<file path="src/rtl/serial_subtractor.sv">
// Digit-serial subtractor: d = m-n-bin (mode 0) or |m-n-bin| (mode 1).
// Ports: clk, rst (async high), start/m/n/bin/mode in; busy, done, d, bout out.
module serial_subtractor #(
  parameter int WIDTH = 8,
  parameter int DIGIT = 2
) (
  input  logic             clk,
  input  logic             rst,
  input  logic             start,
  input  logic [WIDTH-1:0] m,
  input  logic [WIDTH-1:0] n,
  input  logic             bin,
  input  logic             mode,
  output logic             busy,
  output logic             done,
  output logic [WIDTH-1:0] d,
  output logic             bout
);

  localparam int S  = WIDTH / DIGIT;
  localparam int CW = (S > 1) ? $clog2(S) : 1;
  localparam logic [CW-1:0] LAST = CW'(S - 1);

  if (WIDTH < 2 || DIGIT < 1 || (WIDTH % DIGIT) != 0) begin : g_bad
    $error("serial_subtractor: bad WIDTH/DIGIT");
  end

  typedef enum logic [1:0] {
    S_IDLE,
    S_SUB,
    S_NEG,
    S_DONE
  } state_t;

  state_t           state;
  logic [WIDTH-1:0] a_r;
  logic [WIDTH-1:0] b_r;
  logic [WIDTH-1:0] w;
  logic             mode_r;
  logic             brw;
  logic             pb;
  logic [CW-1:0]    cnt;

  logic [DIGIT-1:0]       ca;
  logic [DIGIT-1:0]       cb;
  logic [DIGIT-1:0]       cd;
  logic                   co;
  logic [WIDTH+DIGIT-1:0] wt;
  logic [WIDTH-1:0]       wn;

  // Ripple of full subtractors over one digit.
  function automatic logic [DIGIT:0] fsub(
    input logic [DIGIT-1:0] a,
    input logic [DIGIT-1:0] b,
    input logic             c
  );
    logic [DIGIT-1:0] r;
    logic             k;
    r = '0;
    k = c;
    for (int i = 0; i < DIGIT; i++) begin
      r[i] = a[i] ^ b[i] ^ k;
      k = (!a[i] & b[i]) | (!a[i] & k) | (b[i] & k);
    end
    return {k, r};
  endfunction

  // Operands shift right one digit per cycle so the current chunk is
  // always at the bottom; results enter w from the top, so after S
  // cycles w holds the whole word in place. NEG reuses w the same way.
  always_comb begin
    ca = '0;
    cb = '0;
    unique case (1'b1)
      (state == S_NEG): begin
        ca = '0;
        cb = w[DIGIT-1:0];
      end
      default: begin
        ca = a_r[DIGIT-1:0];
        cb = b_r[DIGIT-1:0];
      end
    endcase
    {co, cd} = fsub(ca, cb, brw);
    wt = {cd, w};
    wn = wt[WIDTH+DIGIT-1:DIGIT];
  end

  always_ff @(posedge clk or posedge rst) begin
    if (rst) begin
      state  <= S_IDLE;
      a_r    <= '0;
      b_r    <= '0;
      w      <= '0;
      mode_r <= 1'b0;
      brw    <= 1'b0;
      pb     <= 1'b0;
      cnt    <= '0;
      busy   <= 1'b0;
      done   <= 1'b0;
      d      <= '0;
      bout   <= 1'b0;
    end else begin
      done <= 1'b0;
      unique case (state)
        S_IDLE: begin
          if (start) begin
            a_r    <= m;
            b_r    <= n;
            brw    <= bin;
            mode_r <= mode;
            w      <= '0;
            cnt    <= '0;
            busy   <= 1'b1;
            state  <= S_SUB;
          end
        end
        S_SUB: begin
          a_r <= a_r >> DIGIT;
          b_r <= b_r >> DIGIT;
          w   <= wn;
          brw <= co;
          if (cnt == LAST) begin
            cnt <= '0;
            pb  <= co;
            if (mode_r && co) begin
              brw   <= 1'b0;
              state <= S_NEG;
            end else begin
              d     <= wn;
              bout  <= co;
              done  <= 1'b1;
              state <= S_DONE;
            end
          end else begin
            cnt <= cnt + 1'b1;
          end
        end
        S_NEG: begin
          w   <= wn;
          brw <= co;
          if (cnt == LAST) begin
            cnt   <= '0;
            d     <= wn;
            bout  <= pb;
            done  <= 1'b1;
            state <= S_DONE;
          end else begin
            cnt <= cnt + 1'b1;
          end
        end
        S_DONE: begin
          busy  <= 1'b0;
          state <= S_IDLE;
        end
        default: begin
          busy  <= 1'b0;
          state <= S_IDLE;
        end
      endcase
    end
  end

endmodule

</file>
<file path="config.mk">
export PLATFORM = sky130hd
export DESIGN_NAME = serial_subtractor
export DESIGN_NICKNAME = d
export VERILOG_FILES = /design/src/rtl/serial_subtractor.sv
export SDC_FILE = /design/constraint.sdc
export NUM_CORES = 1
export LEC_CHECK = 0
export ABC_AREA = 1
export ABC_CLOCK_PERIOD_IN_PS = 6400
export BUFFER_PORTS_ARGS = -buffer_cell sky130_fd_sc_hd__buf_2
export CAP_MARGIN = 5
export CELL_PAD_IN_SITES_DETAIL_PLACEMENT = 1
export CELL_PAD_IN_SITES_GLOBAL_PLACEMENT = 2
export CORE_MARGIN = 5
export CORE_UTILIZATION = 36
export CTS_CLUSTER_DIAMETER = 150
export CTS_CLUSTER_SIZE = 40
export DETAILED_ROUTE_END_ITERATION = 6
export PLACE_DENSITY_LB_ADDON = 0.1
export SLEW_MARGIN = 20
export SYNTH_ARGS = -nofsm -noshare
export SYNTH_HDL_FRONTEND = slang
export SYNTH_SLANG_ARGS = --single-unit
</file>
<file path="constraint.sdc">
create_clock -name clk -period 6.4 [get_ports clk]
set_clock_uncertainty 0.2 [all_clocks]
set_input_delay 0.96 -clock clk [delete_from_list [all_inputs] [get_ports clk]]
set_output_delay 0.96 -clock clk [all_outputs]
set_load 0.05 [all_outputs]
</file>
==> impl_metrics.toml <==
[status]
status = "complete, no violations"

[die]
start_util_pct = 36.9
ioPinCount = 32
rows = 27
die-area_um2 = 7250
core_area_um2 = 5510
dieWidth_um = 85.2
die_h_um = 85.2

[worst_setup_path]
slowest_stage = "dfrtp_1"
critical_path.top_delay_family = "adder cells"
slowest_delay_ns = 0.41
required_ns = 6.39
crit_path_end_kind = "register"
crit_chain = "inv_1, ha_1, o21ai_0, fa_1, inv_1, fa_1, inv_1, nand3_1, nand4_2, nand2_1, nand2_1"
crit_arrival_ns = 2.63
crit_path_frequent_cell = "inv_1"
critPathBufInv = 3
worstPathMaxFanout = 10
worstSetupStartpointType = "register"
critPathKind = "reg -> reg"

[place]
port-buffer-count = 31
placed_area_um2 = 2230
place.gp.congestion = 0.787
hpwl_mm = 3.16

[timing]
fin_crit_ns = 2.64
worst_hold_slack_ns = 0.268
tightest_slew_ns = 0.709
finalMaxSlewViolations = 0
max_clock_freq_mhz = 379
setup_viol = 0
hold_viol = 0
setup_tns_ns = 0
rsz0062_at_grt = "false"
relSlewSlack_pct = 52.5
finalCritPeriodShare_pct = 41.3

[routing]
routed_wl_mm = 4.44
firstDrtPassIters = 4
viasPerCell = 4.71
num_vias = 1615
first_iter_violations = 44
drt.antenna.violating_nets = 0
drc_errors = 0
wire_per_inst_um = 12.9

[clock_network]
cts.repair.resized = 0
htree_num_levels = 2
cts_buffers = 5
cts.clk_slew.worst_paths_ns = 0.08
clockRootBuffer = "clkbuf_8"
tritoncts = "yes"
cts_sinks = 42
postCtsHoldBufs = 0
cts_setup_buffers = 0
clk_latency_ns = 0.30
clockBufferDepth = 2

[logic_synthesis]
synth_top_area_share_pct = 51.7
ys_ff_latch = 42
synth_fp_nets = 266
yosysSeqAreaShare_pct = 51.7
syn_inst = 238
synth_area_per_cell_um2 = 8.55
yosys_warnings = 0
synth.distinct_cells = 22
yosys.area.top_type = "dfrtp_1"
syn_area_um2 = 2030
synthTopCellsByArea = "dfrtp_1 (52%), nand2_1 (13%), inv_1 (6.8%)"

[global_routing]
grt_util_met2_pct = 21.9
grtUsageMet3_pct = 4.85
grt_max_degree = 43
busiest_layer = "met2"
grt_pass1_vias = 1791
grt_overflow = 0
gr-usage-all-layers_pct = 13.8
grt_first_pass_wirelength_mm = 8.07
use_met1_pct = 17.5
antenna_found_initial = 0

[run]
maxCapViolCount = 0

[layout]
fill_cells = 687
fin_area_um2 = 2340
drive_above_1_share_pct = 18.1
antennaDiodeCount = 0
fin_util_pct = 42.4
area_growth_pct = 14.9
fin_nets = 298

[pwr]
vdd.ir_drop.worst_v = 0.000293
leakagePower_uw = 0.00123
cellPowerDensity_nw_per_um2 = 600

[worst_hold_path]
min_path_type = "reg -> reg"
## worst paths after layout
check | depth (start not counted) | from | slack, ns | endpoint
worst max-delay path | 11 | state[0] | 3.76 | d[1]
worst min-delay path | 2 | d[5] | 0.27 | d[5]
worst max register to register | 11 | state[0] | 3.76 | d[1]
worst min register to register | 2 | d[5] | 0.27 | d[5]
max in group asynchronous | 3 | rst | 5.04 | d[0]
min in group asynchronous | 3 | rst | 0.60 | b_r[7]
## placed cells by master (no fill, tap or decap), types with 2 or more instances in the layout
| cell | instances |
|---|---|
| nand2_1 | 72 |
| clkbuf_8 | 8 |
| dfrtp_1 | 42 |
| o21ai_1 | 8 |
| ha_1 | 5 |
| nand3_1 | 9 |
| o21ai_2 | 4 |
| nor2_1 | 8 |
| inv_2 | 2 |
| buf_2 | 31 |
| a21oi_1 | 5 |
| o22ai_1 | 7 |
| fa_1 | 2 |
| inv_1 | 37 |
| o21ai_0 | 22 |
| o21a_1 | 2 |
## per-stage QoR
| stage | total power (µW) | cells | worst slack [ns] |
|---|---|---|---|
| detailed placement | 1220 | 335 | 3.74 |
| CTS | 1430 | 343 | 3.71 |
| global placement | 1210 | 335 | 3.85 |
| global route | 1550 | 343 | 3.43 |
| floorplan | 1060 | 238 | 4.06 |
| finish | 1400 | 343 | 3.76 |
## power by group
group | total, µW | leakage (µW) | switching (µW) | internal (µW)
sequential | 437 | 0.000533 | 51.3 | 386
combinational | 765 | 0.000635 | 537 | 229
clock | 199 | 0.0000575 | 90.5 | 109
total | 1400 | 0.00123 | 678 | 724
## tightest hold or removal path: stages (launching register included)
cell and delay, ns:
dfrtp_1 0.34, nand2_1 0.05, nand2_1 0.04
## routing by layer
layer  wire length [µm]  up-vias
met5                  0        -
met4                 65        0
met3                231        6
met2               1990       29
met1               2150      769
li1                   -      811
## cells by family (layout without fill, tap and decap cells)
logic type | after synthesis | in the layout | share of synthesized area, %
buffers and inverters | 46 | 79 | 10.1
adder cells (fa/ha/maj) | 7 | 7 | 5.04
AND/OR/NAND/NOR | 92 | 92 | 18.5
flip-flops | 42 | 42 | 51.7
AO/OA/AOI/OAI | 51 | 51 | 14.7
## registers in the layout (all words and copies together), names as in the netlist, 2 cells and up
register  count
a_r           8
b_r           8
state         2
w             8
d             8
cnt           2
## cell usage after synthesis
master / n
o21ai_2: 4
o21a_1: 2
o21bai_1: 1
a31oi_1: 1
fa_1: 2
o21ai_0: 22
nand3_1: 9
nand4_2: 1
nand2_1: 72
o21ai_1: 8
buf_6: 4
nor2_1: 8
o21ai_4: 1
nand4_1: 1
nor2_4: 1
a21oi_1: 5
buf_2: 3
inv_1: 37
ha_1: 5
inv_2: 2
dfrtp_1: 42
o22ai_1: 7
## cell type report
type	count	area (µm²)	area share, %
Sequential cell	42	1050	45.0
Multi-Input combinational cell	150	777	33.2
Timing Repair Buffer	32	163	6.96
Inverter	39	146	6.26
Clock buffer	8	110	4.71
Tap cell	72	90.1	3.85
(Power assumes the default switching activity.)
